$ cat src/rtl/nvram_store_ctrl.sv
// Store/recall sequencer for the NVRAM charge-pump macro: drives enables, BUSYNVC,
// VSESTART, RCLT and trim, and supervises the VSEBUSY handshake with timeouts.
module nvram_store_ctrl #(
  parameter int SETUP_CYCLES  = 4,
  parameter int START_CYCLES  = 8,
  parameter int ACK_TIMEOUT   = 64,
  parameter int STORE_TIMEOUT = 4096,
  parameter int RECALL_CYCLES = 32,
  parameter int CNT_W         = 16
) (
  input  logic        clk,
  input  logic        resetn,
  input  logic        store_req,
  input  logic        recall_req,
  input  logic [1:0]  mem_sel,
  input  logic [15:0] trim_in,
  input  logic [3:0]  tm_in,
  input  logic        vsebusy,
  output logic        mem1_ent,
  output logic        mem2_ent,
  output logic        busynvc,
  output logic        vsestart,
  output logic        rclt,
  output logic [15:0] trim,
  output logic [3:0]  tm_nvcpi,
  output logic        busy,
  output logic        done,
  output logic        err,
  output logic [1:0]  err_code
);

  typedef enum logic [2:0] {
    IDLE, SETUP, START, WAIT_ACK, WAIT_DONE, RECALL, FINISH
  } state_t;

  localparam logic [CNT_W-1:0] SETUP_LIM  = CNT_W'(SETUP_CYCLES - 1);
  localparam logic [CNT_W-1:0] START_LIM  = CNT_W'(START_CYCLES - 1);
  localparam logic [CNT_W-1:0] ACK_LIM    = CNT_W'(ACK_TIMEOUT - 1);
  localparam logic [CNT_W-1:0] STORE_LIM  = CNT_W'(STORE_TIMEOUT - 1);
  localparam logic [CNT_W-1:0] RECALL_LIM = CNT_W'(RECALL_CYCLES - 1);

  state_t           state, state_nx;
  logic [CNT_W-1:0] cnt;
  logic             vb_m, vb_s;
  logic             is_recall;
  logic [1:0]       msel_q;
  logic             req, accept;
  logic             err_set;
  logic [1:0]       err_code_nx;
  logic             pump_on;

  assign req    = store_req | recall_req;
  assign accept = (state == IDLE) && req && (mem_sel != 2'b00);

  always_ff @(posedge clk) begin
    if (!resetn) begin
      state     <= IDLE;
      cnt       <= '0;
      vb_m      <= 1'b0;
      vb_s      <= 1'b0;
      is_recall <= 1'b0;
      msel_q    <= 2'b00;
      trim      <= '0;
      tm_nvcpi  <= '0;
      err       <= 1'b0;
      err_code  <= 2'b00;
    end else begin
      vb_m  <= vsebusy;
      vb_s  <= vb_m;
      state <= state_nx;
      // Timer restarts on every state change and saturates instead of wrapping.
      if (state_nx != state)
        cnt <= '0;
      else if (cnt != '1)
        cnt <= cnt + 1'b1;
      if (accept) begin
        trim      <= trim_in;
        tm_nvcpi  <= tm_in;
        msel_q    <= mem_sel;
        is_recall <= ~store_req;
        err       <= 1'b0;
        err_code  <= 2'b00;
      end
      if (err_set) begin
        err      <= 1'b1;
        err_code <= err_code_nx;
      end
    end
  end

  always_comb begin
    state_nx    = state;
    err_set     = 1'b0;
    err_code_nx = 2'b00;
    case (state)
      IDLE: begin
        if (req) begin
          if (mem_sel == 2'b00) begin
            err_set     = 1'b1;
            err_code_nx = 2'b11;
          end else begin
            state_nx = SETUP;
          end
        end
      end
      SETUP:
        if (cnt == SETUP_LIM) state_nx = is_recall ? RECALL : START;
      START:
        if (cnt == START_LIM) state_nx = WAIT_ACK;
      WAIT_ACK: begin
        // A pump that is already busy on entry is taken as the acknowledge.
        if (vb_s) begin
          state_nx = WAIT_DONE;
        end else if (cnt == ACK_LIM) begin
          state_nx    = IDLE;
          err_set     = 1'b1;
          err_code_nx = 2'b01;
        end
      end
      WAIT_DONE: begin
        if (!vb_s) begin
          state_nx = FINISH;
        end else if (cnt == STORE_LIM) begin
          state_nx    = IDLE;
          err_set     = 1'b1;
          err_code_nx = 2'b10;
        end
      end
      RECALL:
        if (cnt == RECALL_LIM) state_nx = FINISH;
      FINISH:
        state_nx = IDLE;
      default:
        state_nx = IDLE;
    endcase
  end

  always_comb begin
    pump_on  = (state == SETUP) || (state == START) || (state == WAIT_ACK) ||
               (state == WAIT_DONE) || (state == RECALL);
    mem1_ent = pump_on & msel_q[0];
    mem2_ent = pump_on & msel_q[1];
    busynvc  = pump_on;
    vsestart = (state == START);
    rclt     = (state == RECALL);
    busy     = (state != IDLE);
    done     = (state == FINISH);
  end

endmodule

$ cat config.mk
export PLATFORM = sky130hd
export DESIGN_NAME = nvram_store_ctrl
export DESIGN_NICKNAME = d
export VERILOG_FILES = /design/src/rtl/nvram_store_ctrl.sv
export SDC_FILE = /design/constraint.sdc
export NUM_CORES = 1
export LEC_CHECK = 0
export CELL_PAD_IN_SITES_DETAIL_PLACEMENT = 1
export CELL_PAD_IN_SITES_GLOBAL_PLACEMENT = 1
export CORE_MARGIN = 1.5
export CORE_UTILIZATION = 38
export DETAILED_ROUTE_END_ITERATION = 6
export GPL_ROUTABILITY_DRIVEN = 0
export PLACE_DENSITY_LB_ADDON = 0.1
export SYNTH_ARGS = -nofsm -noshare
export SYNTH_HDL_FRONTEND = slang
export SYNTH_SLANG_ARGS = --single-unit
$ cat constraint.sdc
create_clock -name clk -period 4.7 [get_ports clk]
set_input_delay 1.175 -clock clk [delete_from_list [all_inputs] [get_ports clk]]
set_output_delay 1.175 -clock clk [all_outputs]
set_load 0.01 [all_outputs]
# Word-level counts from Yosys, hierarchy flattened
# Cells that the tools add are included.
# word_totals
word_cells,70
out_inout_bits,30
regBits,47
inputBits,27
# op_classes
muxes,29
n_eq_ne,13
bitwise_logic,5
add_sub_neg,1
n_reduce_logical,12
# op_table
operator,n
3-bit 2-to-1 mux,10
3-bit one-hot mux with 6 select lines,1
"16-bit by 1-bit adder with 16-bit output, second input constant",1
"16-bit by 12-bit equality test with 1-bit output, second input constant",1
"16-bit by 2-bit equality test with 1-bit output, second input constant",1
"16-bit by 3-bit equality test with 1-bit output, second input constant",1
"16-bit by 5-bit equality test with 1-bit output, second input constant",1
"16-bit by 6-bit equality test with 1-bit output, second input constant",1
"16-bit != test, second input constant",1
2-bit 2-to-1 mux,6
1-bit 2-to-1 mux,10
"3-bit equality test, second input constant",3
"3-bit by 2-bit equality test with 1-bit output, second input constant",2
2-bit one-hot mux with 3 select lines,1
1-bit logical OR,4
2-bit nonzero test,2
"3-bit by 1-bit equality test with 1-bit output, second input constant",1
3-bit zero test,1
3-bit != test,1
1-bit one-hot mux with 3 select lines,1
3-bit nonzero test,1
1-bit AND,2
1-bit logical AND,2
2-bit zero test,1
other kinds (3),4

# Longest topological paths before layout
# Gate-level depths: netlist of run 1.
# logic_depth
word_depth,6
ltp_mapped,7
mapped_depth_nobuf,6

# Least setup slack after synthesis of run 1
# OpenSTA, ideal clock, no wires.
# synth_path
kind,input-to-reg
from,input mem_sel[0]
to,register cnt[11]
required_ps,4622
path_buffers,1
path_stages,5
setup_time_ps,78
t_arrival_ps,2247
slack_ps,2375
path_cell_list,o221ai_1 -> and3_1 -> o2111ai_4 -> buf_4 -> nor3_1
# synth_between
elab_chain_cells,6
# synth_lines
element,line_no,text
from (decl),15,"input logic [1:0] mem_sel,"
2-bit zero test,98,if (mem_sel == 2'b00) begin
3-bit 2-to-1 mux,98,
3-bit 2-to-1 mux,97,if (req) begin
3-bit one-hot mux with 6 select lines,95,case (state)
3-bit != test,72,if (state_nx != state)
2-bit OR reduction (no source line),--,
to (signal assigned),75,cnt <= cnt + 1'b1;
to (decl),43,logic [CNT_W-1:0] cnt;
# Every way passes these cells.
# A chain may end at the register's enable or synchronous reset.

# Worst setup path in the final report of run 1
# layout_path
from,register state[0]
to,output mem1_ent
# layout_between
elab_chain_cells,6
word_cells_on_any_way,10
classes_between,5 x eq/ne; 1 x bitwise; 4 x reduce/logical
# layout_lines
element,line_no,text
from (decl),42,"state_t state, state_nx;"
from (signal assigned),70,state <= state_nx;
3-bit by 1-bit equality test with 1-bit output or 3-bit by 2-bit equality test with 1-bit output (tied branches),139,pump_on = (state == SETUP) || (state == START) || (state == WAIT_ACK) ||
1-bit logical OR (3 in a row),139,
1-bit logical OR *,140,(state == WAIT_DONE) || (state == RECALL);
1-bit AND *,141,mem1_ent = pump_on & msel_q[0];
to (decl),19,"output logic mem1_ent,"
# Mark *: on every way between the ends. The rest lies on a longest branch, timed or not.

==> results.py, run 1 <==
metrics = {
    "status": {
        "status": "completed",
    },
    "power": {
        "power_density_mw_per_mm2": 289,
        "p_total_mw": 0.854,
        "ir_drop_v": 0.000147,
        "leakagePower_nw": 1.04,
    },
    "floorplanning": {
        "die-area_mm2": 0.00635,
        "core_mm2": 0.00557,
        "dieHeight_um": 79.7,
        "io_pins": 57,
        "rows": 27,
        "start_util_pct": 40.1,
        "die_w_um": 79.7,
    },
    "critical_path": {
        "cp-start-kind": "register",
        "worstPathRequired_ns": 3.52,
        "endpoint_kind": "output port",
        "arrival_ns": 2.07,
        "worstSetupPathType": "reg2out",
        "crit_fanout": 13,
    },
    "logic_synthesis": {
        "syn_avg_cell_area_um2": 8.00,
        "ys_seq_elements": 47,
        "yosysWarnings": 0,
        "synth_edf_count": 0,
        "syn_nets": 308,
        "synthArstFlopShare_pct": 0,
        "synth_area_leader_cell": "dfxtp_1",
        "syn-cell-area_mm2": 0.00223,
        "synth.top_cell.area_share_pct": 42.1,
        "yosysUniqueCellTypes": 43,
        "synthTopCellsByArea": "dfxtp_1, nand2_1, a21oi_1, xnor2_1, nor3_1",
        "syn_inst": 279,
        "synthFlopType": "dfxtp_1",
        "ys_seq_area_share_pct": 42.1,
    },
    "global_routing": {
        "grt_overflow": 0,
        "grt_usage_pct": 19.8,
        "grt_pass1_wl_um": 9810,
        "antenna_found_initial": 0,
        "grt_max_degree": 28,
        "grt_pass1_vias": 2070,
    },
    "timing": {
        "finalCritPeriodShare_pct": 69.0,
        "setup_viol": 0,
        "totalNegativeSetupSlack_ns": 0,
        "rsz0062_at_grt": "no",
        "fmax_mhz": 308,
        "post-route-min-period_ns": 3.24,
        "drv_slew": 0,
        "finClkSkew_ns": 0.0102,
        "setup_slack_ns": 1.46,
        "finalHoldViolCount": 0,
        "maxSlewHeadroom_pct": 51.4,
        "tightest_slew_ns": 0.724,
        "hold-worst-slack_ns": 0.442,
    },
    "clock_tree": {
        "cts.sinks": 47,
        "numCtsBuffers": 5,
        "ctsResizeCount": 0,
        "clk_pin_slew_worst_paths_ns": 0.09,
        "clk_path_buf_depth": 2,
        "clockRootBuffer": "clkbuf_8",
        "cts_tree": "yes",
        "cts_max_level": 2,
        "post-cts-setup-buffer-count": 0,
        "ctsHoldBuffers": 0,
        "worstSkewPairLatency_ns": 0.31,
    },
    "place": {
        "io_buffers": 56,
        "dp_hpwl_um": 4340,
        "pre_cts_ws_ns": 1.53,
    },
    "drt": {
        "drtPass1Iterations": 4,
        "first_iter_violations": 55,
        "dr_total_vias": 2138,
        "avgRoutedWirePerCell_um": 14.8,
        "routed_wl_um": 5990,
        "vias_per_cell": 5.28,
        "drcViolationCount": 0,
        "ant_nets": 0,
    },
    "flow_run": {
        "max_cap_violations": 0,
    },
    "final_layout": {
        "area_growth_pct": 32.3,
        "multi_input_area_mm2": 0.00121,
        "nets": 361,
        "layout_commonest_cell": "clkdlybuf4s50_1",
        "fillers": 682,
        "layout_common_cells": "clkdlybuf4s50_1, nand2_1, dfxtp_1",
        "diodes": 0,
        "drive_gt1_share_pct": 6.91,
        "seqCellArea_um2": 941,
    },
    "hold_path": {
        "min_path_type": "reg2reg",
    },
}
[per-stage QoR]
step | util [%] | std cells | cell area, um^2
3_5_place_dp | 51.2 | 397 | 2860
5_1_grt | 53.0 | 405 | 2950
2_1_floorplan | - | 279 | 2230
4_1_cts | 53.0 | 405 | 2950
6_report | 53.0 | 405 | 2950
3_3_place_gp | 51.2 | 397 | 2860
[critical path, cell delays in order, from the launching register on]
cell and delay (ns):
dfxtp_1 0.44, nor3_1 0.50, a21oi_1 0.15, and2_1 0.19, clkdlybuf4s50_1 0.47
[routing by layer]
layer	part of all wire, %	vias up	GRT usage (%)
li1	-	1079	-
met1	46	1013	24.9
met2	49	39	33.7
met3	3.5	7	3.31
met4	1.5	0	7.37
met5	0	-	0
[flip-flops by register name (all words and copies together) (netlist names)]
signal and count:
state 3, is_recall 1, cnt 16, err 1, trim 16, vb_s 1
tm_nvcpi 4, err_code 2, vb_m 1, msel_q 2
[area by class of cell]
cell class                      count  area share, %
Tap cell                           72           3.05
Clock buffer                        6           2.80
Clock inverter                      2          0.551
Multi-Input combinational cell    210           41.0
Timing Repair Buffer               58           19.5
Sequential cell                    47           31.9
Inverter                           10           1.27
[power breakdown]
part,switching (mW),internal [mW]
logic,0.0727,0.0784
registers,0.0166,0.420
clock network,0.145,0.120
total,0.235,0.619
[Yosys cell counts, types with 5 or more instances]
library cell  count
inv_1             9
nand3_1          11
dfxtp_1          47
nor2_1           18
nand2_1          55
and2_1            5
xnor2_1          10
a21oi_1          36
nor3_1           17
clkbuf_1         10
[cell families after synthesis]
logic type      synth area share, %
buf+inv                        3.92
mux                           0.448
compound gates                 15.3
fa+ha+maj                      1.12
simple gates                   32.4
flops                          42.1
xor+xnor                       4.71
[path summary, 6_finish.rpt]
path,startpoint,end,slack [ns],cells past startpoint
max,state[0],mem1_ent,1.46,4
min,vb_m,vb_s,0.44,1
max reg2reg,cnt[0],cnt[5],2.06,6
min reg2reg,vb_m,vb_s,0.44,1
No activity file was read; power rests on OpenSTA's default activity.
==> run 2: changes to the inputs <==
--- a/config.mk
+++ b/config.mk
@@ -8,7 +8,7 @@
 export CELL_PAD_IN_SITES_DETAIL_PLACEMENT = 1
 export CELL_PAD_IN_SITES_GLOBAL_PLACEMENT = 1
 export CORE_MARGIN = 1.5
-export CORE_UTILIZATION = 38
+export CORE_UTILIZATION = 35
 export DETAILED_ROUTE_END_ITERATION = 6
 export GPL_ROUTABILITY_DRIVEN = 0
 export PLACE_DENSITY_LB_ADDON = 0.1
==> constraint.sdc (replaced) <==
create_clock -name clk -period 3.25 [get_ports clk]
set_input_delay 0.8125 -clock clk [delete_from_list [all_inputs] [get_ports clk]]
set_output_delay 0.8125 -clock clk [all_outputs]
set_load 0.01 [all_outputs]
==> run 2 against run 1 <==
Net effect:
- combinational power grew 49%
- total power increased by 61%
- cell count is 1.5% higher
- cell area grew 2.2%
- utilization is 2.9 points lower
- non-clock buffer count increased by 3
- clock skew about the same
- largest power group unchanged
==> results.py, run 2 (synthesized netlist as in run 1, its figures left out) <==
metrics = {
    "status": {
        "status": "completed",
    },
    "clock_tree": {
        "clk_path_buf_depth": 2,
        "ctsHoldBuffers": 0,
        "worstSkewPairLatency_ns": 0.31,
        "cts.sinks": 47,
        "numCtsBuffers": 5,
        "clk_pin_slew_worst_paths_ns": 0.10,
        "ctsResizeCount": 0,
        "clockRootBuffer": "clkbuf_8",
        "cts_max_level": 2,
        "cts_tree": "yes",
        "post-cts-setup-buffer-count": 0,
    },
    "critical_path": {
        "path_cells": "nor3_1 > a21oi_1 > and2_1 > clkdlybuf4s50_1",
        "arrival_ns": 2.12,
        "worstPathRequired_ns": 2.44,
        "endpoint_kind": "output port",
        "r2r-end": "cnt[2]",
        "cp-start-kind": "register",
        "reg2reg_depth": 6,
        "worstSetupPathType": "reg2out",
        "critPathLaunch": "state[0]",
        "critPathMaxStageDelay_ns": 0.52,
        "r2r-start": "cnt[0]",
        "crit_fanout": 13,
        "reg2reg_slack_ns": 0.72,
        "cp_slowest_cell": "nor3_1",
        "crit_end": "mem1_ent",
    },
    "floorplanning": {
        "dieHeight_um": 82.9,
        "rows": 28,
        "die_w_um": 82.9,
        "io_pins": 57,
        "core_mm2": 0.00603,
        "die-area_mm2": 0.00687,
        "start_util_pct": 37.1,
    },
    "drt": {
        "avgRoutedWirePerCell_um": 15.0,
        "ant_nets": 0,
        "routed_wl_um": 6160,
        "dr_total_vias": 2156,
        "drtPass1Iterations": 4,
        "vias_per_cell": 5.25,
        "first_iter_violations": 73,
        "drcViolationCount": 0,
    },
    "timing": {
        "setup_viol": 0,
        "tightest_slew_ns": 0.671,
        "hold-worst-slack_ns": 0.444,
        "drv_slew": 0,
        "post-route-min-period_ns": 2.93,
        "finalHoldViolCount": 0,
        "fmax_mhz": 341,
        "maxSlewHeadroom_pct": 54.9,
        "finClkSkew_ns": 0.0101,
        "finalCritPeriodShare_pct": 90.3,
        "rsz0062_at_grt": "no",
        "setup_slack_ns": 0.315,
        "totalNegativeSetupSlack_ns": 0,
    },
    "place": {
        "placed_cell_area_mm2": 0.00288,
        "io_buffers": 56,
        "dp_hpwl_um": 4440,
        "pre_cts_ws_ns": 0.640,
        "dpl.cell_count": 403,
    },
    "final_layout": {
        "diodes": 0,
        "layout_common_cells": "clkdlybuf4s50_1, nand2_1, dfxtp_1",
        "drive_gt1_share_pct": 7.74,
        "fin_area_mm2": 0.00302,
        "multi_input_area_mm2": 0.00121,
        "seqCellArea_um2": 941,
        "fillers": 732,
        "nets": 364,
        "final_util_pct": 50.1,
        "fin_cells": 411,
        "layout_commonest_cell": "clkdlybuf4s50_1",
        "area_growth_pct": 35.1,
        "reg.largest.list": "cnt x16, trim x16, tm_nvcpi x4",
    },
    "hold_path": {
        "min_path_type": "reg2reg",
    },
    "global_routing": {
        "grt_overflow": 0,
        "grt_max_degree": 27,
        "grt_pass1_wl_um": 10500,
        "grt_usage_pct": 18.5,
        "antenna_found_initial": 0,
        "grt_pass1_vias": 2099,
    },
    "flow_run": {
        "max_cap_violations": 0,
    },
    "power": {
        "leakagePower_nw": 1.07,
        "power_density_mw_per_mm2": 457,
        "p_total_mw": 1.38,
        "ir_drop_v": 0.000222,
    },
}
[run 2: where the power goes]
group	leakage (nW)	internal, mW	switching (mW)
Clock	0.0644	0.307	0.215
Sequential	0.384	0.608	0.0240
Combinational	0.620	0.116	0.109
Total	1.07	1.03	0.347
[run 2: worst min-delay path by stage]
stage,start,to,slack (ns),cells past startpoint
floorplan,vb_m,vb_s,0.41,1
global placement,vb_m,vb_s,0.43,1
detailed placement,vb_m,vb_s,0.42,1
CTS,vb_m,vb_s,0.45,1
global route,vb_m,vb_s,0.47,1
finish,vb_m,vb_s,0.44,1
[run 2: critical path, delay by kind of cell, from the launching register on]
kind                   cells  cell delay (ns)
DFF                        1             0.45
and+or+nand+nor            2             0.73
AOI/OAI and AO/OA          1             0.16
buffers and inverters      1             0.48
[run 2: final cells by class]
type                            instances  share of cell area (%)
Tap cell                               75                    3.11
Clock inverter                          3                    2.24
Multi-Input combinational cell        210                    40.1
Inverter                               10                    1.24
Sequential cell                        47                    31.2
Timing Repair Buffer                   61                    19.8
Clock buffer                            5                    2.28
[run 2: metal layers]
metal  GRT usage, %  wire, um  up-vias
met5              0         0        -
met4           4.09        60        0
met3           3.98       171        5
met2           30.2      2910       36
met1           25.0      3030     1033
li1               -         -     1082
